**config.mk**
```make
export PLATFORM = sky130hd
export DESIGN_NAME = shift_add_multiplier
export DESIGN_NICKNAME = d
export VERILOG_FILES = /design/src/rtl/shift_add_multiplier.sv
export SDC_FILE = /design/constraint.sdc
export NUM_CORES = 1
export LEC_CHECK = 0
export BUFFER_PORTS_ARGS = -buffer_cell sky130_fd_sc_hd__buf_4
export CAP_MARGIN = 15
export CORE_AREA = 2 2 242 244
export CTS_BUF_LIST = sky130_fd_sc_hd__clkbuf_4 sky130_fd_sc_hd__clkbuf_8
export DETAILED_ROUTE_END_ITERATION = 12
export DIE_AREA = 0 0 244 246
export HOLD_SLACK_MARGIN = 0.15
export MAX_ROUTING_LAYER = met4
export PLACE_DENSITY_LB_ADDON = 0.08
export RECOVER_POWER = 25
export SYNTH_ARGS = -nofsm -noshare
export SYNTH_HDL_FRONTEND = slang
export SYNTH_SLANG_ARGS = --single-unit
```
**constraint.sdc**
```tcl
create_clock -name Clock -period 5.2 [get_ports Clock]
set_input_delay 0.26 -clock Clock [delete_from_list [all_inputs] [get_ports Clock]]
set_output_delay 0.26 -clock Clock [all_outputs]
set_load 0.03 [all_outputs]
```
**src/rtl/shift_add_multiplier.sv**
```systemverilog
// ---------------------------------------------------------------------------
// shift_add_multiplier
//
// Sequential shift-and-add multiplier with a valid/acknowledge handshake.
// Operands are captured in IDLE, multiplied one multiplier bit per clock in
// CALC, and the product is held in DONE until the consumer acknowledges it.
// Signed operands are handled by multiplying magnitudes and negating the
// result when the operand signs differ.
//
// Parameters:
//   WIDTH       operand width; the product is 2*WIDTH bits (WIDTH >= 2)
//   EARLY_TERM  1 = stop as soon as the remaining multiplier bits are zero
//
// Ports:
//   Clock        rising-edge clock
//   Reset        asynchronous active-low reset
//   iValid_Data  operands valid, accepted only while oReady is high
//   iSigned      1 = two's-complement operands, sampled with the operands
//   iData_A      multiplicand
//   iData_B      multiplier
//   iAck         consumer acknowledge, honoured only while oDone is high
//   oReady       idle and able to accept operands
//   oDone        oProduct valid, held until acknowledged
//   oProduct     registered product
//   oCycles      number of CALC iterations used for the last result
// ---------------------------------------------------------------------------
module shift_add_multiplier #(
  parameter int WIDTH      = 32,
  parameter bit EARLY_TERM = 1'b1
) (
  input  logic                       Clock,
  input  logic                       Reset,
  input  logic                       iValid_Data,
  input  logic                       iSigned,
  input  logic [WIDTH-1:0]           iData_A,
  input  logic [WIDTH-1:0]           iData_B,
  input  logic                       iAck,
  output logic                       oReady,
  output logic                       oDone,
  output logic [2*WIDTH-1:0]         oProduct,
  output logic [$clog2(WIDTH+1)-1:0] oCycles
);

  localparam int CW = $clog2(WIDTH+1);

  typedef enum logic [1:0] {
    IDLE = 2'd0,
    CALC = 2'd1,
    DONE = 2'd2
  } state_t;

  state_t             state_q,   state_d;
  logic               sign_q,    sign_d;
  logic [2*WIDTH-1:0] aReg_q,    aReg_d;
  logic [WIDTH-1:0]   bReg_q,    bReg_d;
  logic [2*WIDTH-1:0] acc_q,     acc_d;
  logic [CW-1:0]      count_q,   count_d;
  logic [2*WIDTH-1:0] product_q, product_d;
  logic [CW-1:0]      cycles_q,  cycles_d;

  logic [WIDTH-1:0]   magA;
  logic [WIDTH-1:0]   magB;
  logic [2*WIDTH-1:0] nextAcc;
  logic [CW-1:0]      countInc;
  logic               lastIter;

  // Operand magnitudes. The most negative value negates to itself, which
  // read as unsigned is exactly its magnitude, so no extra bit is needed.
  always_comb begin
    magA = (iSigned && iData_A[WIDTH-1]) ? -iData_A : iData_A;
    magB = (iSigned && iData_B[WIDTH-1]) ? -iData_B : iData_B;
  end

  // One add-and-shift step plus the termination test for the current edge.
  always_comb begin
    nextAcc  = acc_q + (bReg_q[0] ? aReg_q : '0);
    countInc = count_q + 1'b1;
    lastIter = (countInc == CW'(WIDTH)) ||
               (EARLY_TERM && ((bReg_q >> 1) == '0));
  end

  // State and datapath registers.
  always_ff @(posedge Clock or negedge Reset) begin
    if (!Reset) begin
      state_q   <= IDLE;
      sign_q    <= 1'b0;
      aReg_q    <= '0;
      bReg_q    <= '0;
      acc_q     <= '0;
      count_q   <= '0;
      product_q <= '0;
      cycles_q  <= '0;
    end else begin
      state_q   <= state_d;
      sign_q    <= sign_d;
      aReg_q    <= aReg_d;
      bReg_q    <= bReg_d;
      acc_q     <= acc_d;
      count_q   <= count_d;
      product_q <= product_d;
      cycles_q  <= cycles_d;
    end
  end

  // Next-state and datapath update. Product and cycle count are only
  // written on the final CALC edge so they persist through DONE and IDLE.
  always_comb begin
    state_d   = state_q;
    sign_d    = sign_q;
    aReg_d    = aReg_q;
    bReg_d    = bReg_q;
    acc_d     = acc_q;
    count_d   = count_q;
    product_d = product_q;
    cycles_d  = cycles_q;
    case (state_q)
      IDLE: begin
        if (iValid_Data) begin
          sign_d  = iSigned & (iData_A[WIDTH-1] ^ iData_B[WIDTH-1]);
          aReg_d  = {{WIDTH{1'b0}}, magA};
          bReg_d  = magB;
          acc_d   = '0;
          count_d = '0;
          state_d = CALC;
        end
      end
      CALC: begin
        acc_d   = nextAcc;
        aReg_d  = aReg_q << 1;
        bReg_d  = bReg_q >> 1;
        count_d = countInc;
        if (lastIter) begin
          product_d = sign_q ? -nextAcc : nextAcc;
          cycles_d  = countInc;
          state_d   = DONE;
        end
      end
      DONE: begin
        if (iAck) begin
          state_d = IDLE;
        end
      end
      default: begin
        state_d = IDLE;
      end
    endcase
  end

  assign oReady   = (state_q == IDLE);
  assign oDone    = (state_q == DONE);
  assign oProduct = product_q;
  assign oCycles  = cycles_q;

endmodule

```
### Word level (Yosys, flattened, before mapping)

Cells that the tools add are included.
Widths: inputs -> output; s select.

| cells by class | value |
|---|---|
| $add $sub $neg | 5 |
| eq/ne operators | 6 |
| reductions and logical operators | 10 |
| mux-type cells | 16 |
| bitwise logic cells | 2 |

Operators with widths:

| kind | number |
|---|---|
| $mux 64 | 4 |
| $pmux 64 s2 | 2 |
| $mux 32 | 3 |
| $add 64x64->64 | 1 |
| $neg 32->32 | 2 |
| $neg 64->64 | 1 |
| $pmux 32 s2 | 1 |
| $logic_not 32->1 | 1 |
| $pmux 6 s2 | 1 |
| $add 6x1->6 const B | 1 |
| $eq 6x6->1 const B | 1 |
| $mux 2 | 3 |
| $mux 6 | 1 |
| $ne 2x2->1 const B | 3 |
| $pmux 2 s3 | 1 |
| $reduce_and 2->1 | 3 |
| $reduce_and 3->1 | 1 |
| $eq 2x1->1 const B | 1 |
| $eq 2x2->1 const B | 1 |
| $logic_and 1x1->1 | 2 |
| $logic_not 2->1 | 1 |
| $reduce_bool 2->1 | 1 |
| $and 1x1->1 | 1 |
| $logic_or 1x1->1 | 1 |
| $xor 1x1->1 | 1 |

| storage, ports and cells | value |
|---|---|
| input bits | 69 |
| flip-flop bits (word level) | 239 |
| logic and storage cells | 47 |

### Logic depth before layout (Yosys ltp)

Gate-level depths: netlist of the first run.

| logic depth | value |
|---|---|
| depth after elaboration | 5 |
| mapped depth | 21 |
| gate-level depth less buffers | 16 |

### Worst setup path before layout of the first run

No wires, ideal clock.

| timing | value |
|---|---|
| path kind | reg-to-reg |
| start | register bReg_q[0] |
| end | register product_q[61] (netlist: oProduct[61]) |
| data required time | 5.069 ns |
| period minus slack after synthesis | 4.961 ns |
| setup time | 0.131 ns |
| arrival | 4.831 ns |
| cell stages (with the launch flop) | 22 |
| slack | 0.239 ns |
| cells stage by stage | dfrtp_1 > clkbuf_1 > clkbuf_1 > and2_1 > ha_1 > inv_1 > fa_1 > nand2b_1 > a211oi_2 > o21ai_2 > a2111oi_0 > or3_1 > clkbuf_1 > xor2_1 > a2111oi_4 > nand4_2 > or4_1 > buf_6 > buf_8 > o41ai_2 > xnor2_1 > o21ai_1 |

| on the way | value |
|---|---|
| longest elaborated chain between the ends | 4 |

RTL lines:

| what | RTL line | RTL |
|---|---|---|
| start: declaration | 55 | `logic [WIDTH-1:0] bReg_q, bReg_d;` |
| start signal: assignment | 97 | `bReg_q <= bReg_d;` |
| $mux 64 (*) | 76 | `nextAcc = acc_q + (bReg_q[0] ? aReg_q : '0);` |
| $add 64x64->64 (*) | 76 |  |
| $neg 64->64 | 133 | `product_d = sign_q ? -nextAcc : nextAcc;` |
| $mux 64 (*) | 133 |  |
| end signal: assignment | 100 | `product_q <= product_d;` |
| end: declaration | 58 | `logic [2*WIDTH-1:0] product_q, product_d;` |

Mark *: on every way between the ends. The rest lies on a longest branch, timed or not.
A chain may end at the register's enable or synchronous reset.

### Worst setup path in the final report of the first run

| timing | value |
|---|---|
| start | register bReg_q[0] |
| end | register product_q[62] (netlist: oProduct[62]) |

The elaborated chain is that of the path after synthesis.

==> flow_summary.toml, run 1 <==
[logic_synthesis]
avgSynthCellArea_um2 = 8.18
synth_seq_area_share = 0.351
syn_nets = 2219
synthArstFlopShare = 1.00
yosys_warnings = 0
ys_types = 91
syn-cell-area_um2 = 17000
synth_flop_cell = "dfrtp_1"
synth-edff-count = 0
ys_seq_elements = 239
syn_inst = 2081

[cells_and_area]
fillers = 5968
multi_input_area_um2 = 10600
drive_above_1_share = 0.182
area_growth_pct = 28.0
nets = 2510
layout_commonest_cell = "nand2_1"
final_util = 0.380
finalNonFillerCells = 3174
register_area_um2 = 5980
final_cell_mix = "nand2_1, o21ai_0, buf_4, dfrtp_1, nor2_1"

[timing]
timing.final.ws_setup_ns = 0.207
fmax_mhz = 200
final.period_utilization = 0.960
tightest_slew_ns = 2.43
post-route-min-period_ns = 4.99
setup_viol = 0
timing_hold_violations_final = 0
drv_slew = 90
slew_headroom = -0.621
clock_skew_ns = 0.0546

[worst_setup_path]
cp_cell_sequence = "bufbuf_16 -> and2_1 -> ha_1 -> a21oi_1 -> o21ai_0 -> a21oi_1 -> a21boi_0 -> o211ai_1 -> a31oi_1 -> xnor2_1 -> or4_2 -> or3_2 -> o41ai_4 -> xnor2_1 -> mux2_2"
crit_path_max_incr_delay_ns = 0.66
worstPathRequired_ns = 5.71
critPathMaxFanout = 32
endpoint_kind = "register"
cpMaxStageDelayCell = "or4_2"
arrival_ns = 5.50
cp-start-kind = "register"
criticalPathCategory = "reg2reg"
reg2reg_slack_ns = 0.21

[power_and_ir_drop]
p_sw_frac = 0.468
intPower_mw = 6.83
p_per_area_nw_per_um2 = 590
switchingPower_mw = 6.02
p_clk_frac = 0.163
peakVddDrop_v = 0.000183
p_leak_nw = 9.33
combPwrFrac = 0.579
seqPwrFrac = 0.258
power_mw = 12.8

[floorplanning]
die_h_um = 246
fp-row-count = 88
fp.dieW_um = 244
die_area_um2 = 60000
coreArea_um2 = 57400
io_pins = 141
start_util = 0.297

[global_route]
grt_pass1_vias = 16500
antenna_found_initial = 2
grt_overflow = 0
grt_usage = 0.208
grt_pass1_wl_um = 95700
grt_max_degree = 92

[clock_tree]
clk_pin_slew_worst_paths_ns = 0.06
clkSinkCount = 239
clkLatencyLatePin_ns = 0.68
clock-root-buffer = "clkbuf_8"
cts_buffers = 47
clock_path_buffers = 3
cts_tree = "yes"
htree_num_levels = 2

[detailed_routing]
drt_first_iter_violations = 920
ant_nets = 0
wire_per_inst_um = 19.3
dr.pass1.iters = 5
routed_wl_um = 61200
drc = 0
via_count = 16400
vias_per_cell = 5.17

[placed_design]
routabilityCongestion = 0.912
dp_hpwl_um = 45700
pre_cts_ws_ns = -0.0748
dpl.cell_count = 2977
io_buffers = 140

[worst_hold_path]
hp-class = "in2reg"

[status]
violations = "capacitance limit, slew limit"
outcome = "finished, violations left"

[run]
maxCapViolCount = 1
-- synthesized netlist by cell type (13+ instances only) --
cell type	instances	share of area
nand2_1	318	0.070
o21ai_0	277	0.081
dfrtp_1	239	0.35
a21oi_1	116	0.034
nor2_1	116	0.026
clkbuf_1	106	0.023
xnor2_1	91	0.047
xor2_1	88	0.045
and2_1	77	0.028
nand3_1	77	0.023
ha_1	68	0.050
a22oi_1	61	0.027
nand4_1	33	0.012
nor3_1	31	0.0091
inv_1	27	0.0060
o31ai_1	27	0.012
nor4_1	23	0.0085
a22o_1	20	0.010
o21ai_1	17	0.0050
a211oi_1	15	0.0066
o41ai_1	14	0.0072
a21o_1	13	0.0057
a31oi_1	13	0.0048
or3_1	13	0.0048
-- logic make-up after synthesis --
kind of cell / Yosys count / synth area share
AO/OA/AOI/OAI: 671 / 0.249
buffers and inverters: 155 / 0.0389
flip-flops: 239 / 0.351
AND/OR/NAND/NOR: 761 / 0.213
adder cells (fa/ha/maj): 69 / 0.0511
multiplexers: 7 / 0.00441
XOR/XNOR: 179 / 0.0921
-- cell type report --
type / count / share of cell area
clock buffers: 76 / 0.0437
flip-flops and latches: 239 / 0.275
clock inverters: 8 / 0.00379
multi-input cells: 1687 / 0.486
diodes: 2 / 0.000230
well taps: 765 / 0.0439
repair buffers: 370 / 0.143
inverters: 27 / 0.00465
-- power groups by stage --
| stage | Combinational [mW] | Clock [mW] | Sequential (mW) |
|---|---|---|---|
| final | 7.44 | 2.09 | 3.32 |
| after global routing | 8.19 | 2.26 | 3.43 |
| after CTS | 7.39 | 2.17 | 3.32 |
| after detailed placement | 7.23 | 0 | 3.33 |
| after global placement | 7.20 | 0 | 3.33 |
| after floorplan | 4.31 | 0 | 3.47 |
-- stage by stage --
step	setup TNS (ns)	hold WS, ns	area [um2]
4_1_cts	0	0.244	21600
3_5_place_dp	-0.122	0.336	19400
5_1_grt	-0.0133	0.307	21800
3_3_place_gp	-0.372	0.342	19400
6_report	0	0.317	21800
2_1_floorplan	0	-0.0356	17000
-- flip-flops by register name (all words and copies together), names as in the netlist --
name / flops
oCycles: 6
state_q: 2
sign_q: 1
acc_q: 64
oProduct: 64
bReg_q: 32
count_q: 6
aReg_q: 64
-- worst max-delay path: cells and delay by family, from the launching register on --
kind	cells	cell delay (ns)
compound gates	7	1.77
xor+xnor	2	0.22
fa+ha+maj	1	0.37
buf+inv	1	0.35
flops	1	0.50
mux	1	0.26
simple gates	3	1.32
-- routing by layer --
layer / global-route usage / vias up / routed length [um]
li1: - / 8124 / -
met1: 0.275 / 7920 / 29100
met2: 0.337 / 279 / 28800
met3: 0.0273 / 80 / 2040
met4: 0.0495 / 0 / 1320
met5: - / - / 0
-- what timing repair did --
item,in CTS,in global routing
gates resized for setup,11,42
hold endpoints to repair,155,0
setup buffers,0,5
hold buffers,104,0
gates cloned,1,1
setup endpoints to repair,9,23
pin swaps,0,3
-- final timing paths --
path / from / endpoint / depth (start not counted)
min reg2reg: oProduct[44] / oProduct[44] / 2
min in group asynchronous: Reset / oProduct[19] / 2
max reg2reg: bReg_q[0] / oProduct[62] / 15
max in group asynchronous: Reset / bReg_q[0] / 3
max: bReg_q[0] / oProduct[62] / 15
min: iAck / state_q[1] / 3
Note: power is estimated with default switching activity, not from simulation.
==> run 2: changes to the inputs <==
--- a/config.mk
+++ b/config.mk
@@ -11,6 +11,7 @@
 export CTS_BUF_LIST = sky130_fd_sc_hd__clkbuf_4 sky130_fd_sc_hd__clkbuf_8
 export DETAILED_ROUTE_END_ITERATION = 12
 export DIE_AREA = 0 0 244 246
+export GPL_TIMING_DRIVEN = 0
 export HOLD_SLACK_MARGIN = 0.15
 export MAX_ROUTING_LAYER = met4
 export PLACE_DENSITY_LB_ADDON = 0.08
==> run 2 against run 1 <==
  * The run still ends with capacitance limit, slew limit left
  * Total power up 5.0%
  * Worst setup slack lost 0.091 ns
  * Global-route usage increased by 2.7 points
  * Via count increased by 3.8%
  * Non-clock buffer count up 27
  * Critical path depth rose by 2
  * Routed wire length grew 14%
  * Utilization increased by 1.3 points
  * Fmax is 1.8% lower
  * Clock skew down 0.0033 ns
  * Sequential cell count stayed put
  * Die area unchanged
==> flow_summary.toml, run 2 (same netlist as run 1, synthesis figures left out) <==
[global_route]
grt_pass1_vias = 17000
grt_overflow = 0
grt_pass1_wl_um = 104000
antenna_found_initial = 3
grt_max_degree = 90
grt_usage = 0.235

[floorplanning]
fp.dieW_um = 244
start_util = 0.297
die_h_um = 246
coreArea_um2 = 57400
die_area_um2 = 60000
io_pins = 141
fp-row-count = 88

[placed_design]
pre_cts_ws_ns = -1.86
io_buffers = 140
dp_hpwl_um = 53200
routabilityCongestion = 0.915
dpl.cell_count = 2989

[worst_setup_path]
criticalPathCategory = "reg2reg"
reg2reg_depth = 17
r2r_end = "oProduct[63]"
setup.worst_path.end = "oProduct[63]"
reg2reg_from = "bReg_q[0]"
critPathMaxFanout = 10
cp-start-kind = "register"
reg2reg_slack_ns = 0.12
worstPathRequired_ns = 5.69
endpoint_kind = "register"
startpoint = "bReg_q[0]"
arrival_ns = 5.58

[worst_hold_path]
hold_start = "iData_A[1]"
worstHoldPathCells = 4
hp-class = "in2reg"

[detailed_routing]
met3_wirelength_um = 3090
via_count = 17000
wl_met2_um = 33100
routed_wl_um = 69600
wirelength_met1_um = 31400
highest_layer = "met4"
drt_first_iter_violations = 1027
wire_per_inst_um = 21.7
ant_nets = 0
vias_per_cell = 5.31
dr.pass1.iters = 5
drc = 0

[power_and_ir_drop]
seqPwrFrac = 0.243
p_clk_frac = 0.176
power_mw = 13.5
p_sw_frac = 0.482
p_leak_nw = 9.41
combPwrFrac = 0.581
p_per_area_nw_per_um2 = 599
peakVddDrop_v = 0.000206
intPower_mw = 6.99
switchingPower_mw = 6.50

[cells_and_area]
drive_above_1_share = 0.193
nets = 2538
multi_input_area_um2 = 11300
final_cell_mix = "nand2_1, o21ai_0, dfrtp_1, buf_4, nor2_1"
final_util = 0.393
layout_commonest_cell = "nand2_1"
register_area_um2 = 5980
finalNonFillerCells = 3205
area_growth_pct = 32.3
fillers = 5964

[timing]
drv_slew = 78
fmax_mhz = 197
timing.final.ws_setup_ns = 0.116
setup_viol = 0
fin_setup_tns_ns = 0
slew_headroom = -1.66
clock_skew_ns = 0.0514
post-route-min-period_ns = 5.08
final.period_utilization = 0.978
tightest_slew_ns = 3.99
timing_hold_violations_final = 0

[status]
outcome = "finished, violations left"
violations = "capacitance limit, slew limit"

[clock_tree]
clkLatencyLatePin_ns = 0.66
htree_num_levels = 2
clock-root-buffer = "clkbuf_8"
clk_pin_slew_worst_paths_ns = 0.06
cts_buffers = 47
clock_path_buffers = 3
clkSinkCount = 239
cts_tree = "yes"

[run]
maxCapViolCount = 1
[run 2: cell types whose count changed in the layout (fill, tap and decap cells not counted), moves of 6 or more]
cell / change
clkbuf_8: +9
buf_4: -80
o21ai_1: +10
buf_2: +7
o41ai_4: +7
o21ai_0: -15
a21oi_2: +17
ha_1: -7
a21oi_1: -19
ha_2: +6
clkbuf_1: +80
[run 2: per-layer routing]
metal  up-vias  GRT usage
li1       8181          -
met1      8359      0.303
met2       401      0.383
met3        91     0.0312
met4         0     0.0751
met5         -          -
[run 2: worst min-delay path by stage]
stage	endpoint	slack (ns)
after floorplan	aReg_q[0]	-0.04
after global placement	state_q[1]	0.45
after detailed placement	oProduct[33]	0.29
after CTS	aReg_q[1]	0.16
after global routing	aReg_q[1]	0.21
final	aReg_q[1]	0.23
[run 2: per-stage QoR]
step	hold slack (ns)	cell area, um2
2_1_floorplan	-0.0356	17000
3_3_place_gp	0.453	19000
3_5_place_dp	0.292	19100
4_1_cts	0.160	21800
5_1_grt	0.209	22500
6_report	0.225	22500
[run 2: repair_timing]
| item | 4_1_cts | 5_1_grt |
|---|---|---|
| hold buffers | 103 | 0 |
| hold endpoints to repair | 156 | 0 |
| setup buffers | 22 | 19 |
| gates cloned | 1 | 0 |
| endpoints found under the setup margin | 52 | 32 |
| gates resized for setup | 92 | 134 |
| pin swaps | 19 | 32 |
[run 2: power by group through the flow]
| stage | registers [mW] | clock network (mW) | logic [mW] |
|---|---|---|---|
| floorplan | 3.47 | 0 | 4.31 |
| global placement | 3.27 | 0 | 6.85 |
| detailed placement | 3.28 | 0 | 6.90 |
| CTS | 3.27 | 2.45 | 7.42 |
| global route | 3.38 | 2.52 | 8.53 |
| finish | 3.27 | 2.38 | 7.84 |
[run 2: layout make-up]
class | count | share of cell area
clock inverter | 10 | 0.00783
tap | 765 | 0.0425
inverter | 27 | 0.00450
antenna | 1 | 0.000111
sequential | 239 | 0.266
timing repair buffer | 287 | 0.110
multi-input combinational | 1688 | 0.501
clock buffer | 78 | 0.0449
buffer | 110 | 0.0234
[run 2: worst max-delay path: stages (launching register included)]
cell and delay (ns):
dfrtp_4 0.55, buf_12 0.17, clkbuf_2 0.17, and2_1 0.17, ha_1 0.26, clkbuf_1 0.21, a21oi_1 0.32, o21ai_1 0.18
or3_2 0.49, o21ai_0 0.18, nor2_1 0.08, nor2_1 0.16, xnor2_1 0.16, or4_4 0.61, or4_1 0.54, o41ai_4 0.38
xnor2_1 0.19, o21ai_1 0.08
